<file path="config.mk">
export PLATFORM = sky130hd
export DESIGN_NAME = fighter_motion_ctrl
export DESIGN_NICKNAME = d
export VERILOG_FILES = /design/src/rtl/fighter_pkg.sv /design/src/rtl/fighter_key_decode.sv /design/src/rtl/fighter_motion_ctrl.sv
export SDC_FILE = /design/constraint.sdc
export NUM_CORES = 1
export LEC_CHECK = 0
export ABC_AREA = 1
export BUFFER_PORTS_ARGS = -buffer_cell sky130_fd_sc_hd__buf_2
export CAP_MARGIN = 25
export CORE_ASPECT_RATIO = 1.2
export CORE_UTILIZATION = 60
export CTS_CLUSTER_SIZE = 20
export DETAILED_ROUTE_END_ITERATION = 8
export PLACE_DENSITY_LB_ADDON = 0.15
export SYNTH_ARGS = -nofsm -noshare
export SYNTH_HDL_FRONTEND = slang
export SYNTH_HIERARCHICAL = 1
export SYNTH_SLANG_ARGS = --single-unit
</file>
<file path="constraint.sdc">
create_clock -name frame_clk -period 6.2 [get_ports frame_clk]
set_input_delay 0.93 -clock frame_clk [delete_from_list [all_inputs] [get_ports frame_clk]]
set_output_delay 0.93 -clock frame_clk [all_outputs]
set_load 0.03 [all_outputs]
</file>
<file path="src/rtl/fighter_pkg.sv">
// Shared types and constants for the stick-figure fighter motion controller:
// FSM states, key request encoding, action bit positions and default keymaps.
package fighter_pkg;

    typedef enum logic [3:0] {
        S_IDLE, S_WALK_L, S_WALK_R, S_KICK, S_PUNCH, S_JUMP, S_DODGE, S_KNOCK, S_FROZEN
    } state_t;

    typedef enum logic [2:0] {
        REQ_NONE, REQ_KICK, REQ_PUNCH, REQ_DODGE, REQ_JUMP, REQ_LEFT, REQ_RIGHT
    } req_t;

    // Bit positions of the one-hot action output
    localparam int A_STAND = 0, A_RIGHT = 1, A_LEFT  = 2, A_KICK = 3;
    localparam int A_FIGHT = 4, A_JUMP  = 5, A_DODGE = 6, A_BACK = 7;

    // Bit positions of the pressed-key vector
    localparam int K_LEFT = 0, K_RIGHT = 1, K_JUMP = 2, K_KICK = 3, K_PUNCH = 4, K_DODGE = 5;

    localparam logic [7:0] P1_KEY_LEFT  = 8'h04, P1_KEY_RIGHT = 8'h07, P1_KEY_JUMP  = 8'h1A;
    localparam logic [7:0] P1_KEY_KICK  = 8'h0D, P1_KEY_PUNCH = 8'h0E, P1_KEY_DODGE = 8'h16;
    localparam logic [7:0] P2_KEY_LEFT  = 8'h50, P2_KEY_RIGHT = 8'h4F, P2_KEY_JUMP  = 8'h52;
    localparam logic [7:0] P2_KEY_KICK  = 8'h59, P2_KEY_PUNCH = 8'h5A, P2_KEY_DODGE = 8'h62;

    function automatic logic [7:0] action_of(state_t s);
        logic [7:0] a;
        a = '0;
        case (s)
            S_WALK_L: a[A_LEFT]  = 1'b1;
            S_WALK_R: a[A_RIGHT] = 1'b1;
            S_KICK:   a[A_KICK]  = 1'b1;
            S_PUNCH:  a[A_FIGHT] = 1'b1;
            S_JUMP:   a[A_JUMP]  = 1'b1;
            S_DODGE:  a[A_DODGE] = 1'b1;
            S_KNOCK:  a[A_BACK]  = 1'b1;
            default:  a[A_STAND] = 1'b1;
        endcase
        return a;
    endfunction

endpackage

</file>
<file path="src/rtl/fighter_key_decode.sv">
// Scans the packed keycode slots for this player's six keys and priority-encodes
// them into a single request; also exposes left/right for jump steering.
module fighter_key_decode
    import fighter_pkg::*;
#(
    parameter int         N_KEYSLOTS = 4,
    parameter logic [7:0] KEY_LEFT   = P1_KEY_LEFT,
    parameter logic [7:0] KEY_RIGHT  = P1_KEY_RIGHT,
    parameter logic [7:0] KEY_JUMP   = P1_KEY_JUMP,
    parameter logic [7:0] KEY_KICK   = P1_KEY_KICK,
    parameter logic [7:0] KEY_PUNCH  = P1_KEY_PUNCH,
    parameter logic [7:0] KEY_DODGE  = P1_KEY_DODGE
) (
    input  logic [8*N_KEYSLOTS-1:0] keycodes,
    output req_t                    req,
    output logic [1:0]              steer
);

    logic [5:0] pressed;

    // NOTE: every always_comb output gets a default first so no latch is inferred.
    always_comb begin
        pressed = '0;
        for (int i = 0; i < N_KEYSLOTS; i++) begin
            if (keycodes[8*i +: 8] != 8'h00) begin
                pressed[K_LEFT]  |= (keycodes[8*i +: 8] == KEY_LEFT);
                pressed[K_RIGHT] |= (keycodes[8*i +: 8] == KEY_RIGHT);
                pressed[K_JUMP]  |= (keycodes[8*i +: 8] == KEY_JUMP);
                pressed[K_KICK]  |= (keycodes[8*i +: 8] == KEY_KICK);
                pressed[K_PUNCH] |= (keycodes[8*i +: 8] == KEY_PUNCH);
                pressed[K_DODGE] |= (keycodes[8*i +: 8] == KEY_DODGE);
            end
        end
    end

    always_comb begin
        req = REQ_NONE;
        if      (pressed[K_KICK])  req = REQ_KICK;
        else if (pressed[K_PUNCH]) req = REQ_PUNCH;
        else if (pressed[K_DODGE]) req = REQ_DODGE;
        else if (pressed[K_JUMP])  req = REQ_JUMP;
        else if (pressed[K_LEFT])  req = REQ_LEFT;
        else if (pressed[K_RIGHT]) req = REQ_RIGHT;
    end

    assign steer = {pressed[K_LEFT], pressed[K_RIGHT]};

endmodule

</file>
<file path="src/rtl/fighter_motion_ctrl.sv">
// Per-player action FSM with X/Y integration, jump gravity, wall clamping and
// opponent push-back; all outputs are registered on frame_clk.
module fighter_motion_ctrl
    import fighter_pkg::*;
#(
    parameter int         N_KEYSLOTS    = 4,
    parameter int         START_X       = 100,
    parameter int         GROUND_Y      = 300,
    parameter int         X_MIN         = 10,
    parameter int         X_MAX         = 559,
    parameter int         WALK_STEP     = 5,
    parameter int         PUSH_STEP     = 1,
    parameter int         KNOCK_STEP    = 8,
    parameter int         NEAR_X        = 40,
    parameter int         NEAR_Y        = 50,
    parameter int         JUMP_V        = 12,
    parameter int         GRAVITY       = 1,
    parameter int         ATTACK_FRAMES = 12,
    parameter int         DODGE_FRAMES  = 16,
    parameter int         KNOCK_FRAMES  = 10,
    parameter logic [7:0] KEY_LEFT      = P1_KEY_LEFT,
    parameter logic [7:0] KEY_RIGHT     = P1_KEY_RIGHT,
    parameter logic [7:0] KEY_JUMP      = P1_KEY_JUMP,
    parameter logic [7:0] KEY_KICK      = P1_KEY_KICK,
    parameter logic [7:0] KEY_PUNCH     = P1_KEY_PUNCH,
    parameter logic [7:0] KEY_DODGE     = P1_KEY_DODGE
) (
    input  logic                    frame_clk,
    input  logic                    Reset,
    input  logic [8*N_KEYSLOTS-1:0] keycodes,
    input  logic [9:0]              opp_x,
    input  logic [9:0]              opp_y,
    input  logic                    hit_in,
    input  logic                    hit_dir,
    input  logic                    game_over,
    output logic [9:0]              pos_x,
    output logic [9:0]              pos_y,
    output logic [7:0]              action,
    output logic                    attack_strobe,
    output logic                    busy
);

    localparam logic signed [11:0] X_LO    = 12'(X_MIN);
    localparam logic signed [11:0] X_HI    = 12'(X_MAX);
    localparam logic signed [11:0] Y_FLOOR = 12'(GROUND_Y);
    localparam logic signed [10:0] V_JUMP  = 11'(JUMP_V);
    localparam logic signed [10:0] V_GRAV  = 11'(GRAVITY);
    localparam logic signed [10:0] D_WALK  = 11'(WALK_STEP);
    localparam logic signed [10:0] D_PUSH  = 11'(PUSH_STEP);
    localparam logic signed [10:0] D_KNOCK = 11'(KNOCK_STEP);
    localparam logic [9:0]         NEAR_DX = 10'(NEAR_X);
    localparam logic [9:0]         NEAR_DY = 10'(NEAR_Y);
    localparam logic [9:0]         FLOOR_U = 10'(GROUND_Y);
    localparam logic [9:0]         START_U = 10'(START_X);

    req_t               req;
    logic [1:0]         steer;
    state_t             state, state_n;
    logic [7:0]         timer, timer_n;
    logic signed [10:0] vy, vy_n, vy_eff, dx;
    logic signed [11:0] x_sum, y_sum;
    logic [9:0]         pos_x_n, pos_y_n, dist_x, dist_y;
    logic               knock_dir, knock_dir_n, jump_entry, landed, frozen, near;

    fighter_key_decode #(
        .N_KEYSLOTS(N_KEYSLOTS), .KEY_LEFT(KEY_LEFT), .KEY_RIGHT(KEY_RIGHT), .KEY_JUMP(KEY_JUMP),
        .KEY_KICK(KEY_KICK), .KEY_PUNCH(KEY_PUNCH), .KEY_DODGE(KEY_DODGE)
    ) u_key_decode (
        .keycodes (keycodes),
        .req      (req),
        .steer    (steer)
    );

    assign dist_x = (opp_x > pos_x) ? opp_x - pos_x : pos_x - opp_x;
    assign dist_y = (opp_y > pos_y) ? opp_y - pos_y : pos_y - opp_y;
    assign near   = (dist_x <= NEAR_DX) && (dist_y <= NEAR_DY);

    always_comb begin
        state_n     = state;
        timer_n     = timer;
        knock_dir_n = knock_dir;
        jump_entry  = 1'b0;

        if (state == S_FROZEN || game_over) begin
            state_n = S_FROZEN;
            timer_n = '0;
        end else if (hit_in) begin
            state_n     = S_KNOCK;
            timer_n     = 8'(KNOCK_FRAMES);
            knock_dir_n = hit_dir;
        end else begin
            case (state)
                S_KICK, S_PUNCH, S_DODGE, S_KNOCK: begin
                    if (timer <= 8'd1) begin
                        state_n = S_IDLE;
                        timer_n = '0;
                    end else begin
                        timer_n = timer - 8'd1;
                    end
                end
                S_JUMP: ;  // exits on landing, resolved below
                default: begin
                    case (req)
                        REQ_KICK:  begin state_n = S_KICK;  timer_n = 8'(ATTACK_FRAMES); end
                        REQ_PUNCH: begin state_n = S_PUNCH; timer_n = 8'(ATTACK_FRAMES); end
                        REQ_DODGE: begin state_n = S_DODGE; timer_n = 8'(DODGE_FRAMES);  end
                        REQ_JUMP:  begin state_n = S_JUMP;  jump_entry = 1'b1;           end
                        REQ_LEFT:  state_n = S_WALK_L;
                        REQ_RIGHT: state_n = S_WALK_R;
                        default:   state_n = S_IDLE;
                    endcase
                end
            endcase
        end

        // Gravity runs whenever airborne, so a knockback mid-jump still falls.
        frozen  = (state_n == S_FROZEN);
        vy_eff  = jump_entry ? -V_JUMP : vy;
        y_sum   = $signed({2'b00, pos_y}) + $signed({vy_eff[10], vy_eff});
        landed  = 1'b0;
        pos_y_n = pos_y;
        vy_n    = vy;
        if (!frozen && (jump_entry || pos_y != FLOOR_U || vy != '0)) begin
            if (y_sum >= Y_FLOOR) begin
                pos_y_n = FLOOR_U;
                vy_n    = '0;
                landed  = 1'b1;
            end else begin
                pos_y_n = (y_sum < 0) ? 10'd0 : y_sum[9:0];
                vy_n    = vy_eff + V_GRAV;
            end
        end
        if (state_n == S_JUMP && landed)
            state_n = S_IDLE;

        // Motion belongs to the state being shown after this edge.
        case (state_n)
            S_WALK_L: dx = -D_WALK;
            S_WALK_R: dx = D_WALK;
            S_JUMP:   dx = steer[1] ? -D_WALK : (steer[0] ? D_WALK : 11'sd0);
            S_KNOCK:  dx = knock_dir_n ? D_KNOCK : -D_KNOCK;
            default:  dx = '0;
        endcase
        if (!frozen && near) begin
            if (opp_x > pos_x)      dx = -D_PUSH;
            else if (opp_x < pos_x) dx = D_PUSH;
        end

        x_sum   = $signed({2'b00, pos_x}) + $signed({dx[10], dx});
        pos_x_n = (x_sum < X_LO) ? X_LO[9:0] : (x_sum > X_HI) ? X_HI[9:0] : x_sum[9:0];
    end

    // NOTE: sequential state uses non-blocking assignments so every register
    // samples the pre-edge values regardless of statement order.
    always_ff @(posedge frame_clk or posedge Reset) begin
        if (Reset) begin
            state         <= S_IDLE;
            timer         <= '0;
            vy            <= '0;
            knock_dir     <= 1'b0;
            pos_x         <= START_U;
            pos_y         <= FLOOR_U;
            action        <= 8'h01;
            attack_strobe <= 1'b0;
            busy          <= 1'b0;
        end else begin
            state         <= state_n;
            timer         <= timer_n;
            vy            <= vy_n;
            knock_dir     <= knock_dir_n;
            pos_x         <= pos_x_n;
            pos_y         <= pos_y_n;
            action        <= action_of(state_n);
            attack_strobe <= (state_n == S_KICK || state_n == S_PUNCH) && (state_n != state);
            busy          <= state_n inside {S_KICK, S_PUNCH, S_DODGE, S_JUMP, S_KNOCK};
        end
    end

endmodule

</file>
Word level (Yosys, flattened, before mapping)
Cells that the tools add are included.
W data, S select, Z words.
- bits in registers: 54
- word-level logic and storage cells: 167
- output and inout port bits: 30
- order comparisons: 10
- muxes and demuxes: 52
- reductions and logical operators: 22
- bitwise logic cells: 18
- add/subtract/negate cells: 8
- equality and inequality tests: 48
- operators with widths (cell ; count):
    $mux W11 ; 7
    $eq A8 B3 Y1 const B ; 8
    $eq A8 B4 Y1 const B ; 8
    $eq A8 B5 Y1 const B ; 8
    $mux W10 ; 6
    $pmux W11 S4 ; 1
    $sub A10 B10 Y10 ; 4
    $eq A4 B3 Y1 const B ; 9
    $pmux W8 S2 ; 2
    $reduce_bool A8 Y1 ; 4
    $add A11 B11 Y12 ; 2
    $mux W6 ; 4
    $mux W8 ; 3
    $mux W3 ; 7
    $gt A10 B10 Y1 ; 2
    $le A10 B6 Y1 const B ; 2
    $or A1 B1 Y1 ; 18
    $pmux W3 S6 ; 1
    $mux W1 ; 16
    $mux W4 ; 4
    $eq A4 B2 Y1 const B ; 3
    $ge A12 B10 Y1 const B ; 1
    $gt A12 B11 Y1 const B ; 1
    $lt A12 B1 Y1 const B ; 1
    other kinds (24) ; 36

Longest topological paths before layout
- depth after elaboration: 35
- depth in mapped cells: 56
- mapped depth without buffers: 56

Hierarchy
Netlist, hierarchy kept.
- by module, submodules not included (module ; cells each ; area an instance (µm²) ; seq. area each (µm²) ; instances):
    fighter_motion_ctrl ; 845 ; 5916.9 ; 1361.3 ; 1
    fighter_key_decode ; 168 ; 699.4 ; 0.0 ; 1

Least setup slack after synthesis
No wires, ideal clock.
- path type: input port to flip-flop
- start: input keycodes[24]
- end: register pos_x[0]
- path slack: -273 ps
- arrival time: 6343 ps
- stages: 44
- setup time: 130 ps
- buffers on the path: 0
- path through: inv_1 > nand2_1 > inv_2 > nand2_1 > nor2_2 > nor2_4 > nand2_2 > nor2_2 > nand2_1 > nor2_1 > nand3_1 > nor2_2 > nand2_8 > inv_2 > nor2_1 > inv_1 > ha_1 > a21oi_1 > (+8 left out) > nand3_1 > nand2_1 > inv_2 > a21oi_1 > o21ai_0 > ha_1 > nand2_1 > o21ai_0 > a21oi_1 > o21bai_1 > a21oi_1 > o21bai_1 > xor2_1 > nand2_1 > o21ai_0 > inv_1 > o21ai_1 > a21oi_1
- word-level cells in the longest chain between the ends: 30
- elaborated cells on any way between the ends: 63
- classes of those cells: add/sub: 2; order compare: 3; eq/ne: 18; mux: 27; bitwise: 6; reduce/logical: 7
- RTL lines (element ; line ; RTL):
    start: declaration ; fighter_motion_ctrl.sv:30 ; input logic [8*N_KEYSLOTS-1:0] keycodes,
    $eq A8 B3 Y1 ; fighter_key_decode.sv:27 ; pressed[K_RIGHT] |= (keycodes[8*i +: 8] == KEY_RIGHT);
    $or A1 B1 Y1 ; fighter_key_decode.sv:27 ;
    $mux W6 (*) ; fighter_key_decode.sv:25 ; if (keycodes[8*i +: 8] != 8'h00) begin
    $mux W3 ; fighter_key_decode.sv:43 ; else if (pressed[K_RIGHT]) req = REQ_RIGHT;
    $mux W3 ; fighter_key_decode.sv:42 ; else if (pressed[K_LEFT]) req = REQ_LEFT;
    $mux W3 ; fighter_key_decode.sv:41 ; else if (pressed[K_JUMP]) req = REQ_JUMP;
    $mux W3 ; fighter_key_decode.sv:40 ; else if (pressed[K_DODGE]) req = REQ_DODGE;
    $mux W3 ; fighter_key_decode.sv:39 ; else if (pressed[K_PUNCH]) req = REQ_PUNCH;
    (+1 left out) ; -- ;
    via req[2] ; fighter_motion_ctrl.sv:56 ; req_t req;
    (+14 left out) ; -- ;
    $mux W11 ; fighter_motion_ctrl.sv:146 ; else if (opp_x < pos_x) dx = D_PUSH;
    $mux W11 ; fighter_motion_ctrl.sv:145 ; if (opp_x > pos_x) dx = -D_PUSH;
    $mux W11 (*) ; fighter_motion_ctrl.sv:144 ; if (!frozen && near) begin
    $add A11 B11 Y12 (*) ; fighter_motion_ctrl.sv:149 ; x_sum = $signed({2'b00, pos_x}) + $signed({dx[10], dx});
    $gt A12 B11 Y1 ; fighter_motion_ctrl.sv:150 ; pos_x_n = (x_sum < X_LO) ? X_LO[9:0] : (x_sum > X_HI) ? X_HI[9:0] : x_sum[9:0];
    $mux W10 ; fighter_motion_ctrl.sv:150 ;
    $mux W10 (*) ; fighter_motion_ctrl.sv:150 ;
    via pos_x_n[0] ; fighter_motion_ctrl.sv:62 ; logic [9:0] pos_x_n, pos_y_n, dist_x, dist_y;
    end signal: assignment ; fighter_motion_ctrl.sv:171 ; pos_x <= pos_x_n;
    end: declaration ; fighter_motion_ctrl.sv:36 ; output logic [9:0] pos_x,
The timed path passes the listed nets; every way through them passes the cells marked *.
A chain may end at the register's enable or synchronous reset.

Worst setup path after layout
- start: input keycodes[14]
- end: register pos_x[0]
- elaborated cells on any way between the ends: 77
- classes of those cells: add/sub: 2; order compare: 3; eq/ne: 18; mux: 29; bitwise: 18; reduce/logical: 7
- RTL lines (element ; line ; RTL):
    $eq A8 B3 Y1 ; fighter_key_decode.sv:26 ; pressed[K_LEFT] |= (keycodes[8*i +: 8] == KEY_LEFT);
    $or A1 B1 Y1 ; fighter_key_decode.sv:26 ;
    $mux W6 (*) ; fighter_key_decode.sv:25 ;
    $or A1 B1 Y1 ; fighter_key_decode.sv:26 ;
    $mux W6 (*) ; fighter_key_decode.sv:25 ;
    $or A1 B1 Y1 ; fighter_key_decode.sv:26 ;
    $mux W6 (*) ; fighter_key_decode.sv:25 ;
    via steer[1] ; fighter_motion_ctrl.sv:57 ; logic [1:0] steer;
    (+5 left out) ; -- ;
    via req[0] ; fighter_motion_ctrl.sv:56 ;
    (+14 left out) ; -- ;
    $mux W11 ; fighter_motion_ctrl.sv:146 ;
    $mux W11 ; fighter_motion_ctrl.sv:145 ;
    $mux W11 (*) ; fighter_motion_ctrl.sv:144 ;
    $add A11 B11 Y12 (*) ; fighter_motion_ctrl.sv:149 ;
    $gt A12 B11 Y1 ; fighter_motion_ctrl.sv:150 ;
    $mux W10 ; fighter_motion_ctrl.sv:150 ;
    $mux W10 (*) ; fighter_motion_ctrl.sv:150 ;
    via pos_x_n[0] ; fighter_motion_ctrl.sv:62 ;
Marks and branches as above.

==> flow_summary.json <==
{
  "status": "finished with violations",
  "pre_cts_ws_ns": -0.5254,
  "antenna_found_initial": 0,
  "synth_edf_count": 0,
  "syn_nets": 1136,
  "slew_headroom_pct": 42.46,
  "finalCriticalPeriod_ns": 6.463,
  "viasPerCell": 5.644,
  "holdCritPathClass": "reg -> reg",
  "cp_max_fo": 4,
  "clockBufferDepth": 2,
  "rows": 41,
  "r2r_start": "pos_y[0]",
  "netlist_instances": 1013,
  "ys.flop_type": "dfrtp_1",
  "drv_cap": 0,
  "slowest_delay_ns": 0.37,
  "power_density_nw_per_um2": 95.14,
  "cts_tree": "built",
  "synth_compound_area_share_pct": 14.03,
  "critical-path-slowest-cell": "fa_2",
  "grt_pass1_vias": 6894,
  "p_leak_uw": 0.004705,
  "cts_num_sinks": 54,
  "stdcell_count": 1325,
  "netlist.area_leader.share_pct": 17.40,
  "die_x_um": 97.86,
  "finalHoldViolations": 0,
  "violations": "DRC, setup timing",
  "grt_max_degree": 55,
  "placed_cells": 1302,
  "clk_pin_slew_ns": 0.08,
  "path_delay_family": "simple AND/OR/NAND/NOR gates",
  "cts-root-buf": "clkbuf_16",
  "coreArea_um2": 10620,
  "drtIter0Drc": 469,
  "wl_um": 20650,
  "remaining_drc_errors": 4,
  "grt_overflow": 0,
  "htreeDepth": 2,
  "worst_ep_arrival_time_ns": 6.65,
  "synth_area_leaders": "dfrtp_1 (17%), ha_1 (12%), nand2_1 (12%), inv_1 (11%), nor2_1 (5.8%)",
  "rsz0062_at_grt": "yes",
  "wl_met2_um": 10940,
  "utilization_pct": 82.40,
  "rr_endpoint": "pos_x[0]",
  "synth-simple-area-share_pct": 33.49,
  "grt_pass1_wl_um": 29250,
  "yosys.area_share.xor_xnor_pct": 6.751,
  "top_layer": "met4",
  "setup_viol": 10,
  "synth_top_family_by_area": "simple AND/OR/NAND/NOR gates",
  "seq_area_frac_synth_pct": 20.57,
  "ys_warn_count": 6,
  "drt_pass1_iterations": 7,
  "synth-adder-area-share_pct": 12.82,
  "syn_area_um2": 6616,
  "drive_gt1_share_pct": 34.20,
  "worstMarginPinSlew_ns": 0.8552,
  "slew_viol_final": 0,
  "synthArstFlopShare_pct": 100.0,
  "fin_nets": 1318,
  "rrSetupSlack_ns": 0.61,
  "die_h_um": 117.0,
  "dr_total_vias": 7478,
  "ir_drop_mv": 0.1034,
  "ys_seq_elements": 54,
  "whs_ns": 0.4914,
  "mostFrequentLayoutCells": "nand2_1 (174), inv_1 (167), buf_4 (107), nor2_1 (70), buf_2 (69)",
  "endpoint": "pos_x[0]",
  "crit_top_cell": "nand2_2",
  "layout_commonest_cell": "nand2_1",
  "cp.depth": 50,
  "area_growth_pct": 32.24,
  "start_util_pct": 62.31,
  "cp.required_ns": 6.39,
  "clk_latency_ns": 0.31,
  "critPathKind": "in -> reg",
  "clock.fmax_mhz": 154.7,
  "wl_per_cell_um": 15.59,
  "fin_crit_sh_pct": 104.2,
  "finalPower_uw": 832.4,
  "worstRegToRegCells": 33,
  "n_antenna_cell": 0,
  "endpoint_kind": "register",
  "io_pins": 87,
  "cp.buffers_inverters": 7,
  "synthMuxAreaShare_pct": 0,
  "synthDistinctLibCells": 56,
  "startpoint_type": "primary input",
  "dp_hpwl_um": 14200,
  "numPortBuffers": 86,
  "dieArea_um2": 11450,
  "met3RoutedLength_um": 1003,
  "worst_slack_ns": -0.2633,
  "grtUsageTotal_pct": 31.33,
  "clock_skew_ns": 0.01188,
  "syn-mean-instance-area_um2": 6.531,
  "drt-met1-wl_um": 7796,
  "startpoint": "keycodes[14]",
  "synth_largest_area_cell": "dfrtp_1",
  "gp_congestion": 0.9350,
  "antenna_left": 0,
  "cts_made_buffers": 5
}
-- flip-flops by register name, summed over array words and instances, names as in the netlist --
| signal | cells |
|---|---|
| timer | 8 |
| pos_y | 10 |
| state | 4 |
| pos_x | 10 |
| busy | 1 |
| action | 8 |
| vy | 11 |
| knock_dir | 1 |
| attack_strobe | 1 |
-- layer usage --
layer | GRT usage [%] | up-vias
li1 | - | 3601
met1 | 34.66 | 3485
met2 | 61.13 | 310
met3 | 3.504 | 82
met4 | 12.93 | 0
met5 | 0 | -
-- through the flow --
step	cell area, µm²	TNS [ns]
6_report	8750	-2.057
5_1_grt	8750	-6.259
4_1_cts	8040	0
3_5_place_dp	7820	-4.716
3_3_place_gp	7820	-2.911
2_1_floorplan	6629	0
-- cell usage after synthesis, types with 6 or more instances --
cell      count
xnor2_1       8
ha_1         63
a21oi_1      70
nand2_1     208
o21ai_0      37
inv_1       187
dfrtp_1      46
inv_2        15
nand3_1      50
clkbuf_1     11
dfstp_2       8
nor3_1       23
o32ai_1       7
nand4_1      18
nor2_2       11
nand2_2      18
nor2_1      102
nand3_2       6
xor2_1       43
nand2_4      10
-- area by class of cell --
type | instances | area [µm²]
flip-flops and latches | 54 | 1361
inverters | 203 | 782.0
fillers | 711 | 1869
well taps | 129 | 161.4
clock inverters | 3 | 21.27
multi-input cells | 743 | 5004
repair buffers | 188 | 1295
clock buffers | 5 | 125.1
-- timing repair --
action,CTS,global route
setup buffers,3,12
pin swaps,12,78
hold buffers,0,0
gates resized for setup,16,175
endpoints found under the setup margin,10,10
-- worst min path at each step --
stage	slack, ns	endpoint	startpoint	cells after the start
after floorplan	0.45	timer[7]	timer[7]	1
after global placement	0.47	timer[7]	timer[7]	1
after detailed placement	0.47	timer[7]	timer[7]	1
after CTS	0.49	timer[7]	timer[7]	1
after global routing	0.52	timer[7]	timer[7]	1
final	0.49	timer[7]	timer[7]	1
-- worst reg2reg max path, delay by kind of cell, from the launching register on --
| family | cells | cell delay (ns) |
|---|---|---|
| buffers and inverters | 3 | 0.40 |
| flip-flops | 1 | 0.44 |
| AO/OA/AOI/OAI | 11 | 1.80 |
| XOR/XNOR | 1 | 0.24 |
| adder cells (fa/ha/maj) | 3 | 0.96 |
| AND/OR/NAND/NOR | 15 | 1.62 |
-- where the power goes --
part	total (µW)	internal, µW	switching [µW]
sequential	352	352	0
combinational	190	76.3	114
clock	290	150	140
total	832	579	254
-- cells by family (layout without fill, tap and decap cells) --
group / Yosys count / count (layout)
XOR/XNOR: 51 / 51
buffers and inverters: 216 / 399
adder cells (fa/ha/maj): 66 / 66
AND/OR/NAND/NOR: 467 / 467
AO/OA/AOI/OAI: 159 / 159
flip-flops: 54 / 54
Note: power is estimated with default switching activity, not from simulation.
